<file path="src/rtl/adu_addr_collector.sv">
// Collects low/high address bytes in either order and holds the assembled address for the consumer until ack.
// valid rises on the edge that samples the second byte; ADU_ADDR_COLLECTOR_BURST_EN makes ack+inc step the address in FULL.
module adu_addr_collector #(
  parameter int              BW       = 8,
  parameter logic [2*BW-1:0] RST_ADDR = '0
) (
  input  logic            clk_i,
  input  logic            rst_i,
  input  logic [BW-1:0]   d_i,
  input  logic            dl_i,
  input  logic            dh_i,
  input  logic            inc_i,
  input  logic            ack_i,
  output logic [2*BW-1:0] addr_o,
  output logic            valid_o,
  output logic            err_o
);

  typedef enum logic [1:0] {EMPTY, HAVE_LO, HAVE_HI, FULL} state_e;

`ifdef ADU_ADDR_COLLECTOR_BURST_EN
  localparam bit BURST = 1'b1;
`else
  localparam bit BURST = 1'b0;
`endif

  localparam logic [2*BW-1:0] ONE = {{(2*BW-1){1'b0}}, 1'b1};

  state_e          state_q, state_d;
  logic [2*BW-1:0] addr_q, addr_d;
  logic            err_q, err_d;

  always_comb begin
    state_d = state_q;
    addr_d  = addr_q;
    err_d   = err_q;
    if (dl_i && dh_i) begin
      // Simultaneous strobes are ambiguous: nothing is loaded and nothing moves.
      err_d = 1'b1;
    end else begin
      case (state_q)
        EMPTY: begin
          if (dl_i) begin
            addr_d[BW-1:0] = d_i;
            state_d        = HAVE_LO;
          end else if (dh_i) begin
            addr_d[2*BW-1:BW] = d_i;
            state_d           = HAVE_HI;
          end
        end
        HAVE_LO: begin
          if (dl_i) begin
            addr_d[BW-1:0] = d_i;
          end else if (dh_i) begin
            addr_d[2*BW-1:BW] = d_i;
            state_d           = FULL;
          end
        end
        HAVE_HI: begin
          if (dh_i) begin
            addr_d[2*BW-1:BW] = d_i;
          end else if (dl_i) begin
            addr_d[BW-1:0] = d_i;
            state_d        = FULL;
          end
        end
        FULL: begin
          if (BURST && ack_i && inc_i) begin
            addr_d = addr_q + ONE;
          end else if (ack_i) begin
            // The freed collector takes a strobe arriving with ack, so transfers can run back to back.
            state_d = EMPTY;
            if (dl_i) begin
              addr_d[BW-1:0] = d_i;
              state_d        = HAVE_LO;
            end else if (dh_i) begin
              addr_d[2*BW-1:BW] = d_i;
              state_d           = HAVE_HI;
            end
          end else begin
            if (dl_i || dh_i) err_d = 1'b1;
            if (inc_i) addr_d = addr_q + ONE;
          end
        end
        default: state_d = EMPTY;
      endcase
    end
  end

  always_ff @(posedge clk_i) begin
    if (rst_i) begin
      state_q <= EMPTY;
      addr_q  <= RST_ADDR;
      err_q   <= 1'b0;
    end else begin
      state_q <= state_d;
      addr_q  <= addr_d;
      err_q   <= err_d;
    end
  end

  assign addr_o  = addr_q;
  assign valid_o = (state_q == FULL);
  assign err_o   = err_q;

endmodule

</file>
<file path="config.mk">
export PLATFORM = sky130hd
export DESIGN_NAME = adu_addr_collector
export DESIGN_NICKNAME = d
export VERILOG_FILES = /design/src/rtl/adu_addr_collector.sv
export SDC_FILE = /design/constraint.sdc
export NUM_CORES = 1
export LEC_CHECK = 0
export CAP_MARGIN = 20
export CORE_ASPECT_RATIO = 0.5
export CORE_MARGIN = 5
export CORE_UTILIZATION = 44
export CTS_CLUSTER_DIAMETER = 40
export DETAILED_ROUTE_END_ITERATION = 7
export PLACE_DENSITY_LB_ADDON = 0.25
export SYNTH_ARGS = -nofsm -noshare
export SYNTH_HDL_FRONTEND = slang
export SYNTH_SLANG_ARGS = --single-unit
</file>
<file path="constraint.sdc">
create_clock -name clk_i -period 2.1 [get_ports clk_i]
set_clock_uncertainty 0.15 [all_clocks]
set_input_delay 0.42 -clock clk_i [delete_from_list [all_inputs] [get_ports clk_i]]
set_output_delay 0.42 -clock clk_i [all_outputs]
set_load 0.1 [all_outputs]
</file>
==> impl_results.md, run 1 <==
- P&R area growth vs syn: 45.1%
- Critical Path AT: ~2000 ps
- Final Hold Fails: 0
- GPL Wtd Cong: between 0.8 and 0.9
- Cell type with the largest total area after synthesis: dfxtp_1
- Die Ht: ~54 um
- Distinct cells, synth: 53
- Clock-pin slew on the worst setup and hold paths: roughly 70 ps
- Root Driver: clkbuf_8
- Leading post-synthesis cells by cell area: dfxtp_1 (22%), mux2i_1 (8.3%), nand2_1 (6.7%)
- GRT Overall Usage: 21.6%
- Metal2 WL: roughly 2500 um
- Top-area cell type share of the netlist area: approximately 22%
- Antenna Violating Nets Remaining: 0
- Crit Path Category: reg2reg
- Die Wd: 97.7 um
- FMAX: roughly 0.50 GHz
- WL met3: roughly 400 um
- CP Cell Sequence: ha_1 > and4_1 > buf_4 > nand3_1 > xnor2_1 > o211ai_1 > a311oi_1
- Final HPWL DP: between 4000 and 5000 um
- RSZ-0062 raised after global routing: false
- Largest net degree at the start of global routing: 22
- Filler Cell Count: 291
- PortBufs: 31
- PD cells: around 620 nW/um^2
- Largest buffer count on any clock path: 2
- Via count: 1895
- Minimum clock period: ~2000 ps
- Rel. slew slack: 57.7%
- Placed Area: 2400 sq um
- Vias in the first global route: around 1.8k
- CP required: ~2100 ps
- Dpl ws: -146 ps
- CTS buffer count: 3
- Max Cap Viol: 0
- Outcome: complete, no violations
- Period utilization: between 90% and 100%
- Clk Latency, worst-skew pair: between 200 and 300 ps
- Starting Density: a little under half
- Crit path largest cell delay: ~380 ps
- Final critical-path setup slack: about 94 ps
- Grt total ovfl: 0
- Htree depth: 1
- Synth Instances: ~220
- Post-route cell area: between 2000 and 2500 sq um
- Ant diodes: 0
- CP Launch Type: register
- Mean Syn Cell Area: roughly 7.6 sq um
- Final net count: between 200 and 300
- Yosys warns: 0
- Die area: around 5300 sq um
- Worst-margin pin slew: approximately 630 ps
- Cts hold-fix bufs: 0
- Metal1 wirelength: 2430 um
- Setup violators final: 0
- Slew Limit Fails: 0
- Post-synth EDFFs: 0
- Synth Net Count: around 240
- Number of remaining DRC errors: 0
- CORE AREA: roughly 3600 sq um
- Global-route wire length before repair: 9040 um
- Clk sinks: 19
- Row count: 15
- DRT iter0 DRCs: 120
- Worst hold path class: reg2reg
- Ys async rst share: 0%
- Worst path bufs/invs: 1
- VDD IR max: between 0.2 and 0.3 mV
- Synth Cell Area: roughly 1700 sq um
- Vias/cell: approximately 5.9
- Max stage delay cell, worst path: dfxtp_4
- Synth Register Bits: 19
- Leak pwr: 0.962 nW
- Most frequent cells in the layout: buf_4 (32), nand2_1 (30), nor2_1 (23)
- Highest routed layer: met4
- Routed WL per cell: ~17 um
- Cell family with most CP delay: compound AO/OA/AOI/OAI gates
- Main flop type after synthesis: dfxtp_1
- Routed WL: ~5400 um
- Initial antenna violation count: 0
- Layout cells sized above 1: 30.6%
- Crit-path max FO: 6
- Worst setup EP type: register
- I/O pin cnt: 32
- Commonest non-fill, non-tap cell in the layout: buf_4
- Hold Slack: ~340 ps
- Seq/Total Area, Yosys: 22.5%
- Pre-antenna DRT Iters: 5
- CTS tree: built
path summary, 6_finish.rpt:
path,start,to,slack (ps),depth (start not counted)
max,addr_o[1],addr_o[10],90,7
min,err_o,err_o,340,2
max reg2reg,addr_o[1],addr_o[10],90,7
min reg2reg,err_o,err_o,340,2
worst register-to-register path, delay by kind of cell, from the launching register on:
kind	cells	cell delay, ps
compound gates	2	410
simple gates	2	400
flops	1	380
fa+ha+maj	1	230
xor+xnor	1	200
buf+inv	1	140
repair_timing:
item | in CTS | in global routing
setup buffers | 0 | 0
resized for setup | 0 | 4
setup endpoints to repair | 0 | 6
per-layer routing:
metal | track usage [%] | vias up
met5 | 0 | -
met4 | 5.06 | 0
met3 | 6.86 | 10
met2 | 37.9 | 73
met1 | 26.7 | 902
li1 | - | 910
power by group:
| part | total, mW | switching (mW) | internal [mW] |
|---|---|---|---|
| registers | 0.485 | 0.0829 | 0.402 |
| clock network | 0.271 | 0.135 | 0.135 |
| logic | 0.774 | 0.457 | 0.316 |
metrics by stage:
| step | power, mW | std cells | util (%) | TNS, ps |
|---|---|---|---|---|
| global placement | 1.23 | 315 | 67.4 | -700 |
| global route | 1.61 | 319 | 68.9 | 0 |
| CTS | 1.53 | 319 | 68.7 | 0 |
| finish | 1.53 | 319 | 68.9 | 0 |
| detailed placement | 1.26 | 315 | 67.4 | -1100 |
| floorplan | 0.969 | 222 | - | 0 |
cell type report:
| cell class | instances | area [sq um] | share of cell area (%) |
|---|---|---|---|
| multi-input cells | 181 | 1210 | 49.5 |
| repair buffers | 62 | 711 | 28.9 |
| flip-flops and latches | 19 | 414 | 16.9 |
| well taps | 51 | 63.8 | 2.60 |
| clock buffers | 4 | 45.0 | 1.83 |
| inverters | 2 | 7.51 | 0.306 |
synth_stat cells (4+ instances only):
library cell	n
nand2_1	30
nor2_1	23
dfxtp_1	19
a21oi_1	14
mux2i_1	14
o21ai_0	11
nand3_1	9
clkbuf_1	8
nor3_1	8
buf_2	7
mux2_2	7
ha_1	6
o211ai_1	5
nand4_1	4
nor4_1	4
o32ai_1	4
flip-flops by register name, indices dropped and copies added (netlist names):
| name | count |
|---|---|
| state_q | 2 |
| addr_o | 16 |
| err_o | 1 |
cells by family (layout without fill, tap and decap cells):
group / after synthesis / after routing / synth area share (%)
DFF: 19 / 19 / 22.5
muxes: 21 / 21 / 12.9
buffers and inverters: 22 / 68 / 6.95
xor gates and xnor gates: 6 / 6 / 3.55
adders and majority gates: 7 / 7 / 5.03
AOI/OAI and AO/OA: 55 / 55 / 22.3
and+or+nand+nor: 92 / 92 / 26.8
Note: power is estimated with default switching activity, not from simulation.
==> inputs of run 2 (changes only) <==
--- a/config.mk
+++ b/config.mk
@@ -5,12 +5,13 @@
 export SDC_FILE = /design/constraint.sdc
 export NUM_CORES = 1
 export LEC_CHECK = 0
-export CAP_MARGIN = 20
+export CAP_MARGIN = 0
 export CORE_ASPECT_RATIO = 0.5
 export CORE_MARGIN = 5
 export CORE_UTILIZATION = 44
 export CTS_CLUSTER_DIAMETER = 40
 export DETAILED_ROUTE_END_ITERATION = 7
+export MAX_ROUTING_LAYER = met4
 export PLACE_DENSITY_LB_ADDON = 0.25
 export SYNTH_ARGS = -nofsm -noshare
 export SYNTH_HDL_FRONTEND = slang
==> run 2 against run 1 <==
Sequential share of layout area about the same. Core utilization decreased by 0.14 points. Clock power about the same. Sequential power increased by 1%. Worst setup slack got worse by 8.9 ps. Global-route usage increased by 0.15 points. Clock-buffer cell count unchanged. Cell count decreased by 0.63%. Register-to-register slack about the same. Largest power group unchanged.
==> impl_results.md, run 2 (same netlist as run 1, synthesis figures left out) <==
- Outcome: complete, no violations
- Ant diodes: 0 (unchanged)
- Cell family with most CP delay: simple AND/OR/NAND/NOR gates
- Routed WL: 5360 um (-1.4%)
- Die Ht: 53.9 um (unchanged)
- Post-route cell area: 2450 sq um (-0.20%)
- Max stage delay cell, worst path: dfxtp_4
- P&R area growth vs syn: 44.8%
- CP Cell Sequence: ha_1 > and4_1 > buf_4 > nand3_1 > xnor2_2 > o211ai_1 > a311oi_1
- PD cells: 623 nW/um^2 (+0.13%)
- RSZ-0062 raised after global routing: false
- Filler Cell Count: 298 (+2.4%)
- Period utilization: 95.9% (+0.42 points)
- Pre-antenna DRT Iters: 5 (unchanged)
- Setup violators final: 0 (unchanged)
- Final HPWL DP: 4150 um (-0.78%)
- Crit Path Category: reg2reg
- Most frequent cells in the layout: buf_4 (31), nand2_1 (30), nor2_1 (23)
- Minimum clock period: 2010 ps (+8.89 ps)
- Routed WL per cell: 16.9 um (-0.78%)
- Vias/cell: 5.90 (-0.70%)
- Highest routed layer: met4
- Row count: 15 (unchanged)
- Commonest non-fill, non-tap cell in the layout: buf_4
- Metal1 wirelength: 2480 um (+2.0%)
- Dpl ws: -238 ps (-91.8 ps)
- Final critical-path setup slack: 85.4 ps (-8.89 ps)
- Crit-path max FO: 6 (unchanged)
- GRT Overall Usage: 21.8% (+0.15 points)
- Sequential share of power: 32.1% (+0.4 points)
- PortBufs: 31 (unchanged)
- Sw Ratio: 44.2% (+0.065 points)
- Worst hold path class: reg2reg
- Clk Latency, worst-skew pair: 270 ps (about the same)
- VDD IR max: 0.352 mV (+24%)
- Design Power: 1.53 mW (about the same)
- CP required: 2110 ps (about the same)
- Initial antenna violation count: 0 (unchanged)
- CORE AREA: 3570 sq um (unchanged)
- Die Wd: 97.7 um (unchanged)
- Critical Path AT: 2030 ps (+20 ps)
- Root Driver: clkbuf_8
- Clk sinks: 19 (unchanged)
- Antenna Violating Nets Remaining: 0 (unchanged)
- Slew Limit Fails: 0 (unchanged)
- Worst-margin pin slew: 680 ps (+51.5 ps)
- FMAX: 0.496 GHz (-0.44%)
- GPL Wtd Cong: 0.925 (+3.2%)
- Max FFs per register: 16 (unchanged)
- Largest net degree at the start of global routing: 22 (unchanged)
- Vias in the first global route: 1833 (+0.77%)
- Grt total ovfl: 0 (unchanged)
- Via count: 1870 (-1.3%)
- Layout cells sized above 1: 31.2% (+0.61 points)
- Clock power frac: 17.9% (+0.2 points)
- CP Launch Type: register
- Starting Density: 47.5% (unchanged)
- WL met3: 381 um (-5.7%)
- Htree depth: 1 (unchanged)
- CTS buffer count: 3 (unchanged)
- Crit path largest cell delay: 380 ps (about the same)
- Worst setup EP type: register
- Largest buffer count on any clock path: 2 (unchanged)
- I/O pin cnt: 32 (unchanged)
- Rel. slew slack: 54.3% (-3.5 points)
- Int Pwr: 0.852 mW (-0.19%)
- DRT iter0 DRCs: 152 (+27%)
- Switching power: 0.676 mW (about the same)
- Die area: 5260 sq um (unchanged)
- Comb pwr share: 50.0% (-0.6 points)
- Final net count: 287 (-0.69%)
- Number of remaining DRC errors: 0 (unchanged)
- CTS tree: built
- Metal2 WL: 2460 um (-2.4%)
- Worst path bufs/invs: 1 (unchanged)
- Max Cap Viol: 0 (unchanged)
- Clock-pin slew on the worst setup and hold paths: 70 ps (about the same)
- Placed Area: 2380 sq um (-1.1%)
- Leak pwr: 0.977 nW (+1.5%)
- Final Hold Fails: 0 (unchanged)
- Global-route wire length before repair: 8780 um (-2.8%)
## run 2: worst min-delay path, cell delays in order, from the launching register on
cell and delay (ps):
dfxtp_1 330, nor2_1 50, nor2_1 70
## run 2: power by group through the flow
| stage | combinational (mW) | sequential [mW] | clock [mW] |
|---|---|---|---|
| 3_3_place_gp | 0.734 | 0.494 | 0 |
| 4_1_cts | 0.752 | 0.488 | 0.279 |
| 2_1_floorplan | 0.289 | 0.680 | 0 |
| 5_1_grt | 0.812 | 0.499 | 0.293 |
| 3_5_place_dp | 0.749 | 0.496 | 0 |
| 6_report | 0.763 | 0.491 | 0.273 |
## run 2: cell type report
| class | instances | area (sq um) | share of cell area, % |
|---|---|---|---|
| clock buffer | 4 | 45.0 | 1.84 |
| tap | 51 | 63.8 | 2.60 |
| sequential | 19 | 414 | 16.9 |
| timing repair buffer | 60 | 688 | 28.1 |
| multi-input combinational | 181 | 1230 | 50.3 |
| inverter | 2 | 7.51 | 0.306 |
## run 2: final timing paths
check / start / endpoint / slack (ps) / depth (start not counted)
hold / removal: err_o / err_o / 340 / 2
hold reg to reg: err_o / err_o / 340 / 2
setup / recovery: addr_o[1] / addr_o[10] / 90 / 7
setup reg to reg: addr_o[1] / addr_o[10] / 90 / 7
## run 2: through the flow
step	util (%)	hold WS, ps	cells	TNS (ps)
3_5_place_dp	66.6	328	313	-2280
2_1_floorplan	-	389	222	0
3_3_place_gp	66.6	314	313	-1530
4_1_cts	67.9	348	317	0
5_1_grt	68.7	376	317	0
6_report	68.7	335	317	0
## run 2: routing by layer
| layer | track usage, % | up-vias |
|---|---|---|
| li1 | - | 903 |
| met5 | - | - |
| met4 | 6.90 | 0 |
| met3 | 5.30 | 6 |
| met2 | 36.1 | 63 |
| met1 | 26.8 | 898 |
## run 2: timing repair
action,in CTS,in global routing
hold buffers,0,0
setup buffers,0,0
resized for setup,0,11
endpoints found under the setup margin,0,13
==> inputs of run 3 (changes only) <==
--- a/config.mk
+++ b/config.mk
@@ -9,6 +9,7 @@
 export CORE_ASPECT_RATIO = 0.5
 export CORE_MARGIN = 5
 export CORE_UTILIZATION = 44
+export CTS_BUF_LIST = sky130_fd_sc_hd__clkbuf_16
 export CTS_CLUSTER_DIAMETER = 40
 export DETAILED_ROUTE_END_ITERATION = 7
 export MAX_ROUTING_LAYER = met4
==> run 3 against run 2 <==
First-iteration DRC count fell by 5.3%. Core utilization rose by 0.60 points. Fmax is essentially flat. Sequential power hardly changed. Clock-buffer cell count is 1 lower. Final area is 0.87% higher. Wire length is 0.54% lower. Non-clock buffer count is the same. Hold slack got worse by 4.4 ps. Worst setup slack worse by 1.0 ps. Power increased by 8.2%. Die area unchanged. Highest routed layer unchanged.
==> impl_results.md, run 3 (same netlist as run 1, synthesis figures left out) <==
- Outcome: complete, no violations
- Critical Path AT: 2020 ps (about the same)
- Vias in the first global route: 1850 (+0.93%)
- RSZ-0062 raised after global routing: false
- Clock-pin slew on the worst setup and hold paths: 60 ps (about the same)
- GRT Overall Usage: 22.0% (+0.24 points)
- GPL Wtd Cong: 0.925 (unchanged)
- Clk sinks: 19 (unchanged)
- Layout cells sized above 1: 30.5% (-0.75 points)
- Crit Path Category: reg2reg
- Worst hold path class: reg2reg
- Number of remaining DRC errors: 0 (unchanged)
- Grt total ovfl: 0 (unchanged)
- Minimum clock period: 2020 ps (+1.04 ps)
- CP Launch Type: register
- Antenna Violating Nets Remaining: 0 (unchanged)
- Pre-antenna DRT Iters: 5 (unchanged)
- Highest routed layer: met4
- Commonest non-fill, non-tap cell in the layout: buf_4
- Largest net degree at the start of global routing: 22 (unchanged)
- Rel. slew slack: 55.7% (+1.4 points)
- Clk Latency, worst-skew pair: 250 ps (-20 ps)
- Worst setup EP type: register
- CTS buffer count: 3 (unchanged)
- CP required: 2100 ps (about the same)
- Vias/cell: 5.96 (+1.0%)
- CTS tree: built
- Filler Cell Count: 292 (-2.0%)
- Worst r2r src: addr_o[1]
- Die Ht: 53.9 um (unchanged)
- Metal1 wirelength: 2460 um (-0.69%)
- Cts hold-fix bufs: 0 (unchanged)
- PortBufs: 31 (unchanged)
- Final net count: 287 (unchanged)
- DRT iter0 DRCs: 144 (-5.3%)
- Root Driver: clkbuf_16
- Die Wd: 97.7 um (unchanged)
- Starting Density: 47.5% (unchanged)
- Most frequent cells in the layout: buf_4 (31), nand2_1 (30), nor2_1 (23)
- WL met3: 384 um (+0.79%)
- Htree depth: 1 (unchanged)
- Max FFs per register: 16 (unchanged)
- FMAX: 0.496 GHz (about the same)
- P&R area growth vs syn: 46.0%
- Setup violators final: 0 (unchanged)
- Metal2 WL: 2420 um (-1.6%)
- Max Cap Viol: 0 (unchanged)
- Setup TNS: 0 ps (unchanged)
- Crit-path max FO: 6 (unchanged)
- Slew Limit Fails: 0 (unchanged)
- Period utilization: 96.0% (about the same)
- CORE AREA: 3570 sq um (unchanged)
- Worst reg2reg setup slack: 80 ps (about the same)
- Global-route wire length before repair: 8850 um (+0.79%)
- Routed WL per cell: 16.8 um (-0.54%)
- Hold Crit Start: err_o
- PD cells: 669 nW/um^2 (+7.3%)
- Initial antenna violation count: 0 (unchanged)
- Die area: 5260 sq um (unchanged)
- Via count: 1889 (+1.0%)
- VDD IR max: 0.361 mV (+2.6%)
- Final Hold Fails: 0 (unchanged)
- Leak pwr: 0.987 nW (+1.0%)
- Final critical-path setup slack: 84.4 ps (-1.04 ps)
- CP startpoint: addr_o[1]
- Final HPWL DP: 4150 um (unchanged)
- Dpl ws: -238 ps (unchanged)
- Ant diodes: 0 (unchanged)
- Worst-margin pin slew: 659 ps (-21.0 ps)
- Row count: 15 (unchanged)
- Largest buffer count on any clock path: 2 (unchanged)
- Routed WL: 5330 um (-0.54%)
- I/O pin cnt: 32 (unchanged)
run 3: cell count changes in the layout (fill, tap and decap cells not counted):
| cell | before | now |
|---|---|---|
| a2111oi_1 | 0 | 1 |
| a2111oi_2 | 1 | 0 |
| clkbuf_1 | 1 | 0 |
| clkbuf_16 | 0 | 3 |
| clkbuf_8 | 3 | 0 |
| inv_1 | 2 | 3 |
| xnor2_1 | 2 | 3 |
| xnor2_2 | 2 | 1 |
run 3: area by class of cell:
type | count | area [sq um] | share of cell area (%)
Multi-Input combinational cell | 181 | 1220 | 49.3
Timing Repair Buffer | 60 | 688 | 27.8
Sequential cell | 19 | 414 | 16.8
Clock buffer | 3 | 75.1 | 3.04
Tap cell | 51 | 63.8 | 2.58
Inverter | 2 | 7.51 | 0.304
Clock inverter | 1 | 3.75 | 0.152
run 3: power breakdown:
part / switching, mW / leakage (nW) / internal, mW / total (mW)
clock: 0.150 / 0.0423 / 0.254 / 0.404
combinational: 0.448 / 0.781 / 0.312 / 0.760
sequential: 0.0872 / 0.163 / 0.402 / 0.490
total: 0.685 / 0.987 / 0.968 / 1.65
run 3: final timing paths:
path	end	cells past startpoint
worst max-delay path	addr_o[10]	7
worst min register to register	err_o	2
worst min-delay path	err_o	2
worst max register to register	addr_o[10]	7
run 3: worst max-delay path, stage by stage, from the launching register on:
cell	delay, ps
dfxtp_4	380
ha_1	240
and4_1	270
buf_4	130
nand3_1	150
xnor2_1	230
o211ai_1	110
a311oi_1	260
run 3: what timing repair did:
action / in CTS / in global routing
pin swaps: 0 / 2
gates resized for setup: 1 / 8
endpoints found under the setup margin: 1 / 12
setup buffers: 0 / 0
run 3: through the flow:
| stage | util [%] | area, sq um | instances | hold WS (ps) | total power [mW] |
|---|---|---|---|---|---|
| 3_3_place_gp | 66.6 | 2380 | 313 | 314 | 1.23 |
| 5_1_grt | 69.3 | 2470 | 317 | 373 | 1.73 |
| 3_5_place_dp | 66.6 | 2380 | 313 | 328 | 1.25 |
| 2_1_floorplan | - | 1740 | 222 | 389 | 0.969 |
| 4_1_cts | 68.8 | 2450 | 317 | 343 | 1.65 |
| 6_report | 69.3 | 2470 | 317 | 331 | 1.65 |
run 3: layer usage:
metal,vias to the layer above,GRT usage [%]
met1,898,26.7
met5,-,-
met3,12,5.69
li1,904,-
met2,75,36.6
met4,0,7.36
